<file path="config.mk">
export PLATFORM = sky130hd
export DESIGN_NAME = cdwu_arb
export DESIGN_NICKNAME = d
export VERILOG_FILES = /design/src/rtl/cdwu_arb.sv
export SDC_FILE = /design/constraint.sdc
export NUM_CORES = 1
export LEC_CHECK = 0
export BUFFER_PORTS_ARGS = -buffer_cell sky130_fd_sc_hd__buf_2
export CORE_MARGIN = 2
export CORE_UTILIZATION = 50
export DETAILED_ROUTE_END_ITERATION = 8
export PLACE_DENSITY = 0.92
export SLEW_MARGIN = 20
export SYNTH_ARGS = -nofsm -noshare
export SYNTH_HDL_FRONTEND = slang
export SYNTH_SLANG_ARGS = --single-unit
</file>
<file path="constraint.sdc">
create_clock -name clk -period 2.6 [get_ports clk]
set_clock_uncertainty 0.2 [all_clocks]
set_input_delay 0 -clock clk [delete_from_list [all_inputs] [get_ports clk]]
set_output_delay 0 -clock clk [all_outputs]
set_load 0.005 [all_outputs]
</file>
<file path="src/rtl/cdwu_arb.sv">
// rtl/cdwu_arb.sv - N-channel bank write arbiter with starvation override or round-robin
// Grants at most one requester per cycle and registers enable/address/select toward the bank.
module cdwu_arb #(
  parameter int NCH      = 3,
  parameter int BANKBITS = 5,
  parameter int WORDBITS = 9,
  parameter int RRMODE   = 0,
  parameter int MAXWAIT  = 15,
  localparam int A       = BANKBITS + WORDBITS,
  localparam int SELBITS = (NCH > 1) ? $clog2(NCH) : 1
) (
  input  logic               clk,
  input  logic               rst_n,
  input  logic [NCH-1:0]     req_en,
  input  logic [NCH*A-1:0]   req_addr,
  output logic [NCH-1:0]     req_grnt,
  output logic               o_en,
  output logic [A-1:0]       o_addr,
  output logic [SELBITS-1:0] o_sel,
  output logic [NCH-1:0]     o_starve
);

  localparam int CW = $clog2(MAXWAIT + 1);
  localparam logic [CW-1:0] MAXW = CW'(MAXWAIT);

  logic [CW-1:0]      r_cnt [NCH];
  logic [SELBITS-1:0] r_ptr;
  logic               r_en;
  logic [A-1:0]       r_addr;
  logic [SELBITS-1:0] r_sel;
  logic [NCH-1:0]     r_starve;

  logic               w_hi_found, w_lo_found, w_st_found;
  logic [SELBITS-1:0] w_hi_idx, w_lo_idx, w_st_idx;
  logic [SELBITS-1:0] w_idx, w_ptr_nxt;
  logic [NCH-1:0]     w_grnt;
  logic [A-1:0]       w_addr;
  logic [CW-1:0]      w_cnt_nxt [NCH];

  // Descending scan leaves the lowest matching index; requesters at or above the
  // pointer form the first search segment. In fixed mode the pointer stays 0.
  always_comb begin
    w_hi_found = 1'b0;
    w_lo_found = 1'b0;
    w_st_found = 1'b0;
    w_hi_idx   = '0;
    w_lo_idx   = '0;
    w_st_idx   = '0;
    for (int k = NCH - 1; k >= 0; k--) begin
      if (req_en[k]) begin
        if (k >= int'(r_ptr)) begin
          w_hi_found = 1'b1;
          w_hi_idx   = SELBITS'(k);
        end else begin
          w_lo_found = 1'b1;
          w_lo_idx   = SELBITS'(k);
        end
        if (r_cnt[k] == MAXW) begin
          w_st_found = 1'b1;
          w_st_idx   = SELBITS'(k);
        end
      end
    end
  end

  always_comb begin
    w_idx = '0;
    if (RRMODE == 0 && w_st_found) w_idx = w_st_idx;
    else if (w_hi_found)           w_idx = w_hi_idx;
    else if (w_lo_found)           w_idx = w_lo_idx;
    w_ptr_nxt = (w_idx == SELBITS'(NCH - 1)) ? '0 : w_idx + SELBITS'(1);
  end

  always_comb begin
    w_grnt = '0;
    w_addr = '0;
    for (int k = 0; k < NCH; k++) begin
      w_grnt[k] = rst_n & req_en[k] & (w_idx == SELBITS'(k));
      if (w_idx == SELBITS'(k)) w_addr = req_addr[k*A +: A];
    end
  end

  always_comb begin
    for (int k = 0; k < NCH; k++) begin
      w_cnt_nxt[k] = '0;
      if (req_en[k] && !w_grnt[k])
        w_cnt_nxt[k] = (r_cnt[k] == MAXW) ? r_cnt[k] : r_cnt[k] + CW'(1);
    end
  end

  always_ff @(posedge clk or negedge rst_n) begin
    if (!rst_n) begin
      r_en     <= 1'b0;
      r_addr   <= '0;
      r_sel    <= '0;
      r_starve <= '0;
      r_ptr    <= '0;
      for (int k = 0; k < NCH; k++) r_cnt[k] <= '0;
    end else begin
      r_en <= |w_grnt;
      if (|w_grnt) begin
        r_addr <= w_addr;
        r_sel  <= w_idx;
        if (RRMODE != 0) r_ptr <= w_ptr_nxt;
      end
      for (int k = 0; k < NCH; k++) begin
        r_cnt[k]    <= w_cnt_nxt[k];
        r_starve[k] <= (w_cnt_nxt[k] == MAXW);
      end
    end
  end

  assign req_grnt = w_grnt;
  assign o_en     = r_en;
  assign o_addr   = r_addr;
  assign o_sel    = r_sel;
  assign o_starve = r_starve;

endmodule
</file>
Yosys cells after proc, flatten, opt, wreduce, memory -nomap -nowiden

Cells that the tools add are included.

Input bits: 47
Output and inout bits: 23
Word-level logic and storage cells: 83
Bits in registers: 32

Add/subtract/negate cells: 3
Reduce and logical (&&, ||, !) cells: 8
$lt $le $gt $ge: 3
Bitwise operators: 6
Eq/ne operators: 8
Multiplexer cells: 48

Operators by type and width:

| cell                | number |
|---|---|
| $mux 14             | 3 |
| $mux 2              | 21 |
| $eq 4x4->1 const B  | 6 |
| $mux 4              | 6 |
| $mux 1              | 18 |
| $add 4x1->4 const B | 3 |
| $and 1x1->1         | 6 |
| $ge 1x2->1 const A  | 2 |
| $logic_and 1x1->1   | 3 |
| $logic_not 1->1     | 3 |
| $reduce_or 3->1     | 1 |
| $eq 2x1->1 const B  | 1 |
| $eq 2x2->1 const B  | 1 |
| $ge 2x2->1 const A  | 1 |
| $logic_not 2->1     | 1 |

Longest topological paths before layout

Gate-level depths: netlist of the first run.

Word-level depth: 16
Depth in mapped cells: 7

Worst setup path before layout of the first run

Ideal clock, no wire load.

Path kind: register -> register
Start point: reg r_cnt[0] (netlist bit)
End point: reg r_addr[10], in the netlist o_addr[10]
Arrival time: 1729 ps
Setup time: 104 ps
Path slack: 567 ps
Stages on the path, launching flop included: 7
Buffers on the path: 1
Clock period less this slack: 2033 ps
Required time: 2296 ps
Cells stage by stage: dfrtp_1 > ha_1 > and4_4 > o211ai_4 > buf_2 > nor2_1 > o41ai_2

Cells in the longest elaborated chain, start to end: 12
Elaborated cells between the ends (all ways): 24
Those cells by class: eq/ne (3); mux (16); bitwise (3); reduce/logical (2)

Ends and longest elaborated chain:

| what                             | RTL line | text |
|---|---|---|
| start: declaration               | 26       | `logic [CW-1:0] r_cnt [NCH];` |
| start signal: indexed assignment | 107      | `r_cnt[k] <= w_cnt_nxt[k];` |
| $eq 4x4->1 *                     | 58       | `if (r_cnt[k] == MAXW) begin` |
| $mux 1 or $mux 2 (tied branches) | 58       |  |
| $mux 1 or $mux 2 (tied branches) | 50       | `if (req_en[k]) begin` |
| $mux 1 or $mux 2 (tied branches) | 58       |  |
| $mux 1 or $mux 2 (tied branches) | 50       |  |
| $mux 1 or $mux 2 (tied branches) | 58       |  |
| $mux 1 or $mux 2 (tied branches) | 50       |  |
| $mux 2 *                         | 68       | `if (RRMODE == 0 && w_st_found) w_idx = w_st_idx;` |
| $logic_not 2->1                  | 78, 79   |  |
| $mux 14 (3 in series)            | 79       | `if (w_idx == SELBITS'(k)) w_addr = req_addr[k*A +: A];` |
| end signal: assignment           | 102      | `r_addr <= w_addr;` |
| end: declaration                 | 29       | `logic [A-1:0] r_addr;` |

Every way passes the cells marked *; elsewhere a longest branch is shown, timed or not.
A chain may end at the register's enable or synchronous reset.

Worst setup path after layout of the first run

Start point: reg r_cnt[0] (netlist bit)
End point: reg r_addr[7], in the netlist o_addr[7]

Same word-level chain as after synthesis.

==> results of run 1 <==
[final cells by class]
| type | instances | area (sq um) |
|---|---|---|
| Inverter | 4 | 15.0 |
| Multi-Input combinational cell | 157 | 1080 |
| Fill cell | 222 | 808 |
| Clock inverter | 2 | 10.0 |
| Antenna cell | 1 | 2.50 |
| Sequential cell | 32 | 801 |
| Timing Repair Buffer | 120 | 858 |
| Clock buffer | 6 | 82.6 |
| Tap cell | 48 | 60.1 |
[per-stage QoR]
step / utilization (%) / setup slack (ns)
2_1_floorplan: - / 0.567
3_3_place_gp: 63.0 / 0.487
3_5_place_dp: 63.0 / 0.420
4_1_cts: 78.2 / 0.386
5_1_grt: 78.2 / 0.151
6_report: 78.2 / 0.180
[cell families (layout without fill, tap and decap cells)]
| family | after synthesis | after routing | synth area share, % |
|---|---|---|---|
| AND/OR/NAND/NOR | 95 | 95 | 23.1 |
| flip-flops | 32 | 32 | 40.8 |
| multiplexers | 5 | 5 | 2.68 |
| XOR/XNOR | 4 | 4 | 1.79 |
| other | 0 | 1 | 0 |
| AO/OA/AOI/OAI | 50 | 50 | 25.5 |
| adder cells (fa/ha/maj) | 3 | 3 | 1.91 |
| buffers and inverters | 14 | 132 | 4.21 |
[cells in the mapped netlist]
library cell,count,share of area (%)
mux2_2,2,1.1
nand3_2,1,0.51
o21ai_0,1,0.25
mux2i_1,3,1.5
nor2b_1,4,1.3
o31ai_4,2,2.2
a32o_1,2,1.0
a21oi_1,17,4.3
nand2_1,22,4.2
a31oi_1,3,0.96
nor3b_1,4,1.5
o21a_1,1,0.38
a21o_1,1,0.38
buf_4,2,0.77
nand2_4,1,0.57
buf_2,6,1.5
o21ai_2,2,0.89
xor2_1,3,1.3
and4_4,1,0.57
o41ai_2,14,12
nand2_2,1,0.32
inv_2,1,0.19
o21ai_1,1,0.25
buf_6,2,1.1
a21boi_2,1,0.57
nor2_2,1,0.32
nand4_2,2,1.3
o221ai_1,1,0.45
nand2b_1,1,0.32
and3_1,2,0.64
nor2_1,46,8.8
a211oi_1,3,1.1
o211ai_4,1,1.1
nor2b_4,1,0.70
nor3_1,3,0.77
ha_1,3,1.9
xnor2_1,1,0.45
inv_1,3,0.57
nand3_1,5,1.3
dfrtp_1,32,41
[sequential cells by signal, summed over array words and instances (netlist names)]
name / flops
r_cnt: 12
o_sel: 2
o_en: 1
o_addr: 14
o_starve: 3
[per-layer routing]
layer | share of wire, % | vias to the layer above | wire length [um]
met4 | 8.1 | 0 | 578
met5 | 0 | - | 0
met3 | 6.6 | 53 | 470
li1 | - | 957 | -
met1 | 35 | 1019 | 2500
met2 | 51 | 151 | 3630
[final timing paths]
| kind | startpoint | to | slack (ns) |
|---|---|---|---|
| worst max-delay path | r_cnt[0]$_DFF_PN0_ | o_addr[7]$_DFFE_PN0P_ | 0.18 |
| worst min-delay path | rst_n | o_addr[8]$_DFFE_PN0P_ | 0.13 |
| worst max register to register | r_cnt[0]$_DFF_PN0_ | o_addr[7]$_DFFE_PN0P_ | 0.18 |
| worst min register to register | o_sel[1]$_DFFE_PN0P_ | o_sel[1]$_DFFE_PN0P_ | 0.27 |
| max in group asynchronous | rst_n | o_starve[0]$_DFF_PN0_ | 1.09 |
| min in group clk | o_sel[1]$_DFFE_PN0P_ | o_sel[1]$_DFFE_PN0P_ | 0.27 |
[where the power goes]
group / internal (mW) / switching [mW]
clock: 0.211 / 0.203
sequential: 0.544 / 0.0404
combinational: 0.179 / 0.170
[repair_timing]
action / in CTS / in global routing
hold buffers: 47 / 0
endpoints found under the hold margin: 56 / 0
endpoints found under the setup margin: 0 / 0
[tightest hold or removal path: cells and delay by family]
family,cells,cell delay (ns)
buffers and inverters,3,1.00
==> flow_summary.toml, run 1 <==
[sta]
fin_crit_sh_pct = 93.1
min_period_ns = 2.42
rsz0062_at_grt = "false"
setup_violations = 0
fmax_mhz = 413
fin_setup_tns_ns = 0
final_hold_viol_count = 0
slew_headroom_pct = 61.3
slew_violations = 0
tightestPinTransition_ns = 0.578
timing.hold.ws_ns = 0.125

[cells_and_area]
instances_no_fill = 370
areaGrowthSynthToFinish_pct = 48.2
drive_above_1_share_pct = 34.9
final_common_cell = "buf_2"
finalNetCount = 370
fin_area_sq_mm = 0.00291
final_cell_mix = "69 x buf_2, 47 x dlygate4sd3_1, 46 x nor2_1"

[synth]
synth.net_count = 253
ys_seq_elements = 32
syn-instance-count = 203
synth_warnings = 2
syn_area_sq_mm = 0.00196
avgSynthCellArea_sq_um = 9.66
yosys.cell_types.count = 40
ys_seq_area_share_pct = 40.8

[route]
ant_nets = 0
drtPass1Iterations = 4
drc = 0
totalWireLength_um = 7170
avgRoutedWirePerCell_um = 19.4
first_iter_violations = 365
vias = 2180
via_per_inst = 5.89

[critical_path]
crit_family = "compound AO/OA/AOI/OAI gates"
path_depth = 5
end_kind = "flip-flop"
critPathSlowestCell = "o211ai_4"
critPathLaunchType = "flip-flop"
required_ns = 2.57
critPathMaxFanout = 16
cp.arrival_ns = 2.39
path_buf_inv = 0
path_cells = "ha_1, and4_4, o211ai_4, nor2_1, o41ai_2"
path_class = "reg2reg"
cpPeakStageDelay_ns = 0.51
rr_worst_depth = 5

[job]
cap_violations = 0

[die]
rows = 22
die_height_um = 66.6
core-area_sq_mm = 0.00372
initial_core_util_pct = 52.8
die_x_um = 66.6
die_area_sq_mm = 0.00444
io_pins = 70

[worst_hold_path]
hp-class = "in2async"

[power_and_ir_drop]
ir_drop_v = 0.000376
fin_total_pwr_mw = 1.35
p_leak_nw = 1.45
power.density_mw_per_mm2 = 463

[clocking]
cts_max_level = 2
cts-root-buf = "clkbuf_8"
clock_sinks = 32
cts_tree = "done"
path_clk_slew_ns = 0.09
cts_setup_buffers = 0
cts_buffers = 5
clk_latency_ns = 0.29
ctsResizeCount = 0
ctsLongestPathBuffers = 2

[placement]
postPlaceCellArea_sq_mm = 0.00234
portBuffers = 69
post-place-cells = 314
dp_hpwl_um = 3540
gp_congestion = 0.833

[grt]
grt_start_max_net_pins = 31
gr-usage-all-layers_pct = 33.9
grt-ovfl-total = 0
grt_pass1_wl_um = 11100
grt_pass1_vias = 2281
top_usage_layer = "met2"
antenna_found_initial = 1
met3_usage_pct = 5.74
use_met2_pct = 58.3
grtUsageMet1_pct = 37.3

[outcome]
status = "finished, final reports clean"
Note: power is estimated with default switching activity, not from simulation.
==> run 2, diff against run 1 <==
--- a/config.mk
+++ b/config.mk
@@ -8,8 +8,9 @@
 export BUFFER_PORTS_ARGS = -buffer_cell sky130_fd_sc_hd__buf_2
 export CORE_MARGIN = 2
 export CORE_UTILIZATION = 50
+export CTS_CLUSTER_SIZE = 20
 export DETAILED_ROUTE_END_ITERATION = 8
-export PLACE_DENSITY = 0.92
+export PLACE_DENSITY = 0.8
 export SLEW_MARGIN = 20
 export SYNTH_ARGS = -nofsm -noshare
 export SYNTH_HDL_FRONTEND = slang
==> run 2 against run 1 <==
  * Worst hold slack worse by 0.12 ns
  * Clock-buffer cell count unchanged
  * Critical path depth unchanged
  * Combinational power shrank 3%
  * Total power fell by 1.5%
  * Cell area decreased by 0.26%
  * Utilization decreased by 0.20 points
  * Cell count unchanged
  * First-iteration DRC count down 61%
  * Clock power down 2%
  * Flip-flop and latch count unchanged
  * Die area unchanged
  * Critical path type unchanged
  * Largest power group unchanged
==> flow_summary.toml, run 2 (synthesis gave the netlist of run 1 again) <==
[sta]
fmax_mhz = 422
rsz0062_at_grt = "false"
setup_slack_ns = 0.230
timing.hold.ws_ns = 0.00472
fin_setup_tns_ns = 0
setup_violations = 0
slew_violations = 0
min_period_ns = 2.37
slew_headroom_pct = 64.6
final_hold_viol_count = 0
tightestPinTransition_ns = 0.529
fin_crit_sh_pct = 91.1

[power_and_ir_drop]
power.density_mw_per_mm2 = 458
ir_drop_v = 0.000361
fin_total_pwr_mw = 1.33
p_leak_nw = 1.45

[cells_and_area]
areaGrowthSynthToFinish_pct = 47.8
finalNetCount = 369
instances_no_fill = 370
largest_register_ffs = 14
final_cell_mix = "69 x buf_2, 46 x nor2_1, 46 x dlygate4sd3_1"
drive_above_1_share_pct = 35.0
fill_cells = 227
final_common_cell = "buf_2"

[worst_hold_path]
hp-class = "in2async"

[die]
rows = 22
die_height_um = 66.6
core-area_sq_mm = 0.00372
io_pins = 70
initial_core_util_pct = 52.8
die_x_um = 66.6
die_area_sq_mm = 0.00444

[placement]
gp_congestion = 0.814
portBuffers = 69
dp_slack_ns = 0.428
post-place-cells = 314
dp_hpwl_um = 3430

[grt]
grt-ovfl-total = 0
grt_start_max_net_pins = 31
grt_pass1_wl_um = 10200
grt_pass1_vias = 2146
antenna_found_initial = 2
gr-usage-all-layers_pct = 31.8

[clocking]
cts-root-buf = "clkbuf_8"
ctsLongestPathBuffers = 2
cts_max_level = 2
clock_sinks = 32
cts_tree = "done"
path_clk_slew_ns = 0.08
cts_setup_buffers = 0
cts_buffers = 5
clk_latency_ns = 0.28
ctsResizeCount = 0

[route]
drc = 0
ant_nets = 0
vias = 2110
totalWireLength_um = 6630
drtPass1Iterations = 5
via_per_inst = 5.70
avgRoutedWirePerCell_um = 17.9
first_iter_violations = 142

[critical_path]
critPathMaxFanout = 16
r2r_end = "o_addr[6]$_DFFE_PN0P_"
end_kind = "flip-flop"
rr_worst_depth = 5
r2r_start = "r_cnt[0]$_DFF_PN0_"
regToRegSetupSlack_ns = 0.23
critPathLaunchType = "flip-flop"
cpPeakStageDelay_ns = 0.47
path_cells = "ha_1, and4_4, o211ai_4, nor2_1, o41ai_2"
path_class = "reg2reg"
critPathSlowestCell = "o211ai_4"
required_ns = 2.56
cp.arrival_ns = 2.33

[job]
cap_violations = 0

[outcome]
status = "finished, final reports clean"
run 2: worst max-delay path by stage:
stage | startpoint | end | cells past startpoint
after global routing | r_cnt[0]$_DFF_PN0_ | o_addr[9]$_DFFE_PN0P_ | 5
after floorplan | r_cnt[0]$_DFF_PN0_ | o_addr[10]$_DFFE_PN0P_ | 6
after global placement | r_cnt[0]$_DFF_PN0_ | o_addr[12]$_DFFE_PN0P_ | 5
final | r_cnt[0]$_DFF_PN0_ | o_addr[6]$_DFFE_PN0P_ | 5
after CTS | r_cnt[0]$_DFF_PN0_ | req_grnt[2] | 5
after detailed placement | r_cnt[0]$_DFF_PN0_ | o_addr[9]$_DFFE_PN0P_ | 5
run 2: area by class of cell:
class                      instances  area, sq um  share of cell area, %
multi-input combinational        157         1080                   37.2
timing repair buffer             119          848                   29.2
sequential                        32          801                   27.6
clock buffer                       6         82.6                   2.85
tap                               48         60.1                   2.07
inverter                           4         15.0                  0.518
clock inverter                     2         10.0                  0.345
antenna                            2         5.00                  0.173
run 2: where the power goes:
group          leakage (nW)  switching (mW)  internal (mW)
Combinational         0.986           0.162          0.178
Sequential            0.413          0.0396          0.544
Clock                0.0510           0.193          0.211
run 2: critical path, delay by kind of cell, from the launching register on:
family,cells,cell delay (ns)
simple gates,2,0.38
compound gates,2,0.92
fa+ha+maj,1,0.30
flops,1,0.44
run 2: through the flow:
stage / util (%) / area (sq um)
global route: 78.0 / 2900
CTS: 77.9 / 2900
detailed placement: 63.0 / 2340
floorplan: - / 1960
global placement: 63.0 / 2340
finish: 78.0 / 2900
run 2: per-layer routing:
metal  vias up  part of all wire, %  wire length (um)  GRT usage, %
li1        961                    -                 -             -
met1       981                   35              2300          32.0
met2       121                   51              3350          52.8
met3        47                  5.7               379          7.94
met4         0                  9.0               595          30.4
met5         -                    0                 0             0
run 2: repair_timing:
item / 4_1_cts / 5_1_grt
hold buffers: 46 / 0
hold endpoints to repair: 60 / 0
endpoints found under the setup margin: 0 / 0
